==> src/rtl/time_of_day_counter_pkg.sv <==
// Shared clock definitions: mode enumeration, BCD field limits, reset time.
// Pure definitions, no latency; no flow control.
package clock_pkg;

    typedef enum logic [1:0] {
        ST_RUN     = 2'd0,
        ST_SET_HR  = 2'd1,
        ST_SET_MIN = 2'd2
    } state_e;

    localparam logic [7:0] SEC_MIN_BCD  = 8'h00;
    localparam logic [7:0] SEC_MAX_BCD  = 8'h59;
    localparam logic [7:0] MIN_MIN_BCD  = 8'h00;
    localparam logic [7:0] MIN_MAX_BCD  = 8'h59;
    localparam logic [7:0] HR24_MIN_BCD = 8'h00;
    localparam logic [7:0] HR24_MAX_BCD = 8'h23;
    localparam logic [7:0] HR12_MIN_BCD = 8'h01;
    localparam logic [7:0] HR12_MAX_BCD = 8'h12;
    // 11 -> 12 is where the 12-hour clock flips AM/PM.
    localparam logic [7:0] HR12_PM_FLIP = 8'h11;

    localparam logic [7:0] RST_SEC_BCD  = 8'h00;
    localparam logic [7:0] RST_MIN_BCD  = 8'h00;
    localparam logic [7:0] RST_HR24_BCD = 8'h00;
    localparam logic [7:0] RST_HR12_BCD = 8'h12;

    function automatic logic [7:0] bcd_next(input logic [7:0] v);
        logic [7:0] r;
        if (v[3:0] == 4'd9) begin
            r = {v[7:4] + 4'd1, 4'd0};
        end else begin
            r = {v[7:4], v[3:0] + 4'd1};
        end
        return r;
    endfunction

endpackage

==> src/rtl/time_of_day_counter_bcd.sv <==
// Two-digit BCD counter wrapping MAX_VAL -> MIN_VAL; max_o flags the wrap point.
// Value updates one cycle after inc_i/clr_i; no backpressure, inc_i always accepted.
module bcd_mod_counter
    import clock_pkg::*;
#(
    parameter logic [7:0] MIN_VAL = 8'h00,
    parameter logic [7:0] MAX_VAL = 8'h59,
    parameter logic [7:0] RST_VAL = 8'h00
) (
    input  logic       clk,
    input  logic       reset,
    input  logic       inc_i,
    input  logic       clr_i,
    output logic [7:0] val_o,
    output logic       max_o
);

    logic [7:0] val_q, val_d;

    always_comb begin
        val_d = val_q;
        if (clr_i) begin
            val_d = MIN_VAL;
        end else if (inc_i) begin
            val_d = (val_q == MAX_VAL) ? MIN_VAL : bcd_next(val_q);
        end
    end

    always_ff @(posedge clk) begin
        if (reset) begin
            val_q <= RST_VAL;
        end else begin
            val_q <= val_d;
        end
    end

    assign val_o = val_q;
    assign max_o = (val_q == MAX_VAL);

endmodule

==> src/rtl/time_of_day_counter.sv <==
// Time-of-day clock with run/set modes; 12-hour mode under CLOCK_TWELVE_HOUR_EN.
// Outputs update on the edge sampling tick/inc_btn/mode_btn; no backpressure.
module time_of_day_counter
    import clock_pkg::*;
(
    input  logic       clk,
    input  logic       reset,
    input  logic       tick,
    input  logic       mode_btn,
    input  logic       inc_btn,
    output logic [7:0] hours_bcd,
    output logic [7:0] mins_bcd,
    output logic [7:0] secs_bcd,
    output logic       pm,
    output logic       set_hr,
    output logic       set_min,
    output logic       day_wrap
);

`ifdef CLOCK_TWELVE_HOUR_EN
    localparam logic [7:0] HR_MIN = HR12_MIN_BCD;
    localparam logic [7:0] HR_MAX = HR12_MAX_BCD;
    localparam logic [7:0] HR_RST = RST_HR12_BCD;
`else
    localparam logic [7:0] HR_MIN = HR24_MIN_BCD;
    localparam logic [7:0] HR_MAX = HR24_MAX_BCD;
    localparam logic [7:0] HR_RST = RST_HR24_BCD;
`endif

    state_e     state_q, state_d;
    logic       set_hr_q, set_min_q, pm_q, pm_d, day_wrap_q, day_wrap_d;
    logic [7:0] secs, mins, hours;
    logic       sec_max, min_max, hr_max;
    logic       in_run, in_set_hr, in_set_min;
    logic       sec_inc, sec_clr, sec_carry, min_inc, min_carry, hr_inc;

    assign in_run     = (state_q == ST_RUN);
    assign in_set_hr  = (state_q == ST_SET_HR);
    assign in_set_min = (state_q == ST_SET_MIN);

    always_comb begin
        state_d = state_q;
        if (mode_btn) begin
            case (state_q)
                ST_RUN:    state_d = ST_SET_HR;
                ST_SET_HR: state_d = ST_SET_MIN;
                default:   state_d = ST_RUN;
            endcase
        end
    end

    // mode_btn wins over tick and inc_btn in the same cycle.
    assign sec_inc   = in_run & tick & ~mode_btn;
    assign sec_clr   = in_run & mode_btn;
    assign sec_carry = sec_inc & sec_max;
    assign min_carry = sec_carry & min_max;
    assign min_inc   = sec_carry | (in_set_min & inc_btn & ~mode_btn);
    assign hr_inc    = min_carry | (in_set_hr & inc_btn & ~mode_btn);

`ifdef CLOCK_TWELVE_HOUR_EN
    assign pm_d       = pm_q ^ (hr_inc & (hours == HR12_PM_FLIP));
    assign day_wrap_d = min_carry & (hours == HR12_PM_FLIP) & pm_q;
`else
    assign pm_d       = 1'b0;
    assign day_wrap_d = min_carry & hr_max;
`endif

    bcd_mod_counter #(.MIN_VAL(SEC_MIN_BCD), .MAX_VAL(SEC_MAX_BCD), .RST_VAL(RST_SEC_BCD)) u_secs (
        .clk(clk), .reset(reset), .inc_i(sec_inc), .clr_i(sec_clr), .val_o(secs), .max_o(sec_max)
    );

    bcd_mod_counter #(.MIN_VAL(MIN_MIN_BCD), .MAX_VAL(MIN_MAX_BCD), .RST_VAL(RST_MIN_BCD)) u_mins (
        .clk(clk), .reset(reset), .inc_i(min_inc), .clr_i(1'b0), .val_o(mins), .max_o(min_max)
    );

    bcd_mod_counter #(.MIN_VAL(HR_MIN), .MAX_VAL(HR_MAX), .RST_VAL(HR_RST)) u_hours (
        .clk(clk), .reset(reset), .inc_i(hr_inc), .clr_i(1'b0), .val_o(hours), .max_o(hr_max)
    );

    always_ff @(posedge clk) begin
        if (reset) begin
            state_q    <= ST_RUN;
            set_hr_q   <= 1'b0;
            set_min_q  <= 1'b0;
            pm_q       <= 1'b0;
            day_wrap_q <= 1'b0;
        end else begin
            state_q    <= state_d;
            set_hr_q   <= (state_d == ST_SET_HR);
            set_min_q  <= (state_d == ST_SET_MIN);
            pm_q       <= pm_d;
            day_wrap_q <= day_wrap_d;
        end
    end

    assign hours_bcd = hours;
    assign mins_bcd  = mins;
    assign secs_bcd  = secs;
    assign pm        = pm_q;
    assign set_hr    = set_hr_q;
    assign set_min   = set_min_q;
    assign day_wrap  = day_wrap_q;

endmodule

==> config.mk <==
export PLATFORM = sky130hd
export DESIGN_NAME = time_of_day_counter
export DESIGN_NICKNAME = d
export VERILOG_FILES = /design/src/rtl/time_of_day_counter_pkg.sv /design/src/rtl/time_of_day_counter_bcd.sv /design/src/rtl/time_of_day_counter.sv
export SDC_FILE = /design/constraint.sdc
export NUM_CORES = 1
export LEC_CHECK = 0
export ABC_AREA = 1
export CAP_MARGIN = 30
export CORE_UTILIZATION = 50
export DETAILED_ROUTE_END_ITERATION = 10
export PLACE_DENSITY = 0.78
export SYNTH_ARGS = -nofsm -noshare
export SYNTH_HDL_FRONTEND = slang
export SYNTH_SLANG_ARGS = --single-unit
==> constraint.sdc <==
create_clock -name clk -period 3.4 [get_ports clk]
set_input_delay 0.51 -clock clk [delete_from_list [all_inputs] [get_ports clk]]
set_output_delay 0.51 -clock clk [all_outputs]
set_load 0.05 [all_outputs]
==> flow_summary.yaml <==
placed_design:
  hpwl_um: 2187
  dp_cells: 282
  gp_congestion: 0.8145
  io_buffer_count: 31
  dpl_worst_slack_ns: 1.169
worst_setup_path:
  crit_family: "buffers and inverters"
  required_ns: 2.89
  crit_buf_inv: 1
  cp_cell_sequence: "clkdlybuf4s50_1"
  crit_arrival_ns: 1.65
  slowest_delay_ns: 0.85
  criticalPathCategory: "reg -> out"
  crit_fanout: 7
  setup.worst_path.end_class: "output pin"
  cp-start-kind: "flop"
  critPathSlowestCell: "clkdlybuf4s50_1"
hold_path:
  hp-class: "reg -> reg"
logic_synthesis:
  ys_types: 29
  synth.most_common_cell: "nor2_1"
  synthMuxAreaShare: 0
  ys.flop_type: "dfxtp_1"
  synthTopCellsByCount: "nor2_1, dfxtp_1, nand2_1"
  yosysSeqAreaShare: 0.3634
  synth_fa_ha_area_frac: 0.09397
  yosysTopAreaCell: "dfxtp_1"
  yosys_register_bits: 29
  synthSimpleGateAreaFrac: 0.3179
  synth-compound-area-share: 0.08614
  yosysTopAreaCellShare: 0.3634
  synthTopCellsByArea: "dfxtp_1, ha_1, nand3_1, nor2_1, nand2_1"
  synth.cell_area_um2: 1598
  avgSynthCellArea_um2: 7.537
  synth_edf_count: 0
  synth_xor_area_frac: 0.04385
  synthCells: 212
  synth_top_family_by_area: "simple AND/OR/NAND/NOR gates"
  syn-num-nets: 229
  synth_warnings: 0
  async_flop_share: 0
floorplanning:
  die_w_um: 58.53
  ios: 33
  rows: 20
  dieHeight_um: 58.53
  initial_core_util: 0.5234
  die_area_um2: 3426
  core_um2: 3053
clocking:
  cts_tree: "yes"
  hold_buffers: 0
  cts_setup_buffers: 0
  clock_path_buffers: 2
  root_buffer: "clkbuf_4"
  cts_made_buffers: 5
  clock_latency_ns: 0.33
  h-tree-depth: 2
  clock-sinks: 29
  cts-resized-gates: 0
  clk_pin_slew_worst_paths_ns: 0.09
timing:
  tns_ns: 0
  hold_violations: 0
  setup_viol: 0
  rsz0062_at_grt: "no"
  fmax_ghz: 0.4637
  slew_headroom: 0.6036
  timing.final.ws_setup_ns: 1.243
  worst_slew_pin_slew_ns: 0.5927
  drv_slew: 0
  fin_skew_ns: 0.006524
  fin_crit_ns: 2.157
  timing.final.crit_share: 0.6343
routing:
  wirelength_um: 3057
  post_drt_wl_per_cell_um: 10.54
  dr.pass1.iters: 4
  viasPerCell: 4.924
  first_iter_violations: 56
  drc: 0
  vias: 1428
  final_antenna_net_count: 0
layout:
  final_nets: 262
  synthToLayoutAreaGrowth_pct: 23.26
  finish.utilization: 0.6451
  nFillCells: 288
  diodes: 0
  layout.cells.non_filler: 290
  drive_above_1_share: 0.09350
pwr:
  max-vdd-ir-drop_v: 0.0001978
  leakage_nw: 0.7642
  total_power_uw: 622.2
  pwr_density_cell_nw_per_um2: 316.0
global_route:
  global_route.overflow_total: 0
  grt_pass1_vias: 1146
  track_usage: 0.1956
  grt_max_degree: 17
  grt_first_pass_wirelength_um: 5043
  grt_antenna_before_repair: 0
outcome:
  status: "complete, no violations"
run:
  drv_cap: 0
==> metal layers <==
layer / vias up / part of all wire / track usage / wire, um
li1: 754 / - / - / -
met1: 634 / 0.48 / 0.2576 / 1462
met2: 35 / 0.46 / 0.2989 / 1393
met3: 5 / 0.050 / 0.05275 / 154
met4: 0 / 0.015 / 0.09184 / 46
met5: - / 0 / 0 / 0
==> layout by cell type (no fill, tap or decap), types with 3 or more instances in the layout <==
cell type        instances
nor3_1                   5
nor2_1                  30
o21ai_1                  3
clkbuf_1                 3
ha_1                    12
nand3_1                 24
nor2_2                   3
inv_2                    3
o21ai_0                  7
nand4_1                  5
clkbuf_4                 5
dfxtp_1                 29
nand3_2                  4
inv_1                   24
xor2_1                   6
clkdlybuf4s50_1         31
a21oi_1                 11
nand2_1                 27
==> per-stage QoR <==
step | hold WS, ns | instance area [um2]
floorplan | 0.5229 | 1598
global placement | 0.4835 | 1921
detailed placement | 0.4798 | 1921
CTS | 0.4979 | 1969
global route | 0.5343 | 1969
finish | 0.4988 | 1969
==> where the power goes <==
| part | internal, mW | leakage, nW | switching (mW) |
|---|---|---|---|
| logic | 0.0230 | 0.503 | 0.0481 |
| clock network | 0.0823 | 0.0265 | 0.116 |
| registers | 0.346 | 0.235 | 0.00705 |
| total | 0.451 | 0.764 | 0.171 |
==> worst paths after layout <==
kind,from,to,slack [ns],cells after the start
worst max-delay path,u_hours.val_o[2]$_SDFFE_PP0P_,hours_bcd[2],1.24,1
worst min-delay path,u_mins.val_o[7]$_SDFFE_PP0P_,u_mins.val_o[7]$_SDFFE_PP0P_,0.50,2
worst max register to register,u_secs.val_o[0]$_SDFFE_PP0P_,u_mins.val_o[5]$_SDFFE_PP0P_,1.65,8
worst min register to register,u_mins.val_o[7]$_SDFFE_PP0P_,u_mins.val_o[7]$_SDFFE_PP0P_,0.50,2
==> layout make-up <==
cell class	count	area [um2]	area share
multi-input cells	150	869.6	0.4415
flip-flops and latches	29	580.6	0.2948
repair buffers	31	310.3	0.1576
inverters	28	105.1	0.05337
well taps	44	55.05	0.02795
clock buffers	8	48.80	0.02478
==> registers in the layout, summed over array words and instances (netlist names) <==
signal         flops
set_min            1
day_wrap           1
u_hours.val_o      8
set_hr             1
u_secs.val_o       8
state_q            2
u_mins.val_o       8
==> kinds of logic (layout without fill, tap and decap cells) <==
group / count (synthesis) / in the layout
xor gates and xnor gates: 8 / 8
AOI/OAI and AO/OA: 25 / 25
buffers and inverters: 33 / 67
other: 1 / 1
and+or+nand+nor: 104 / 104
adders and majority gates: 12 / 12
DFF: 29 / 29
Power figures use the tool's default switching activity.
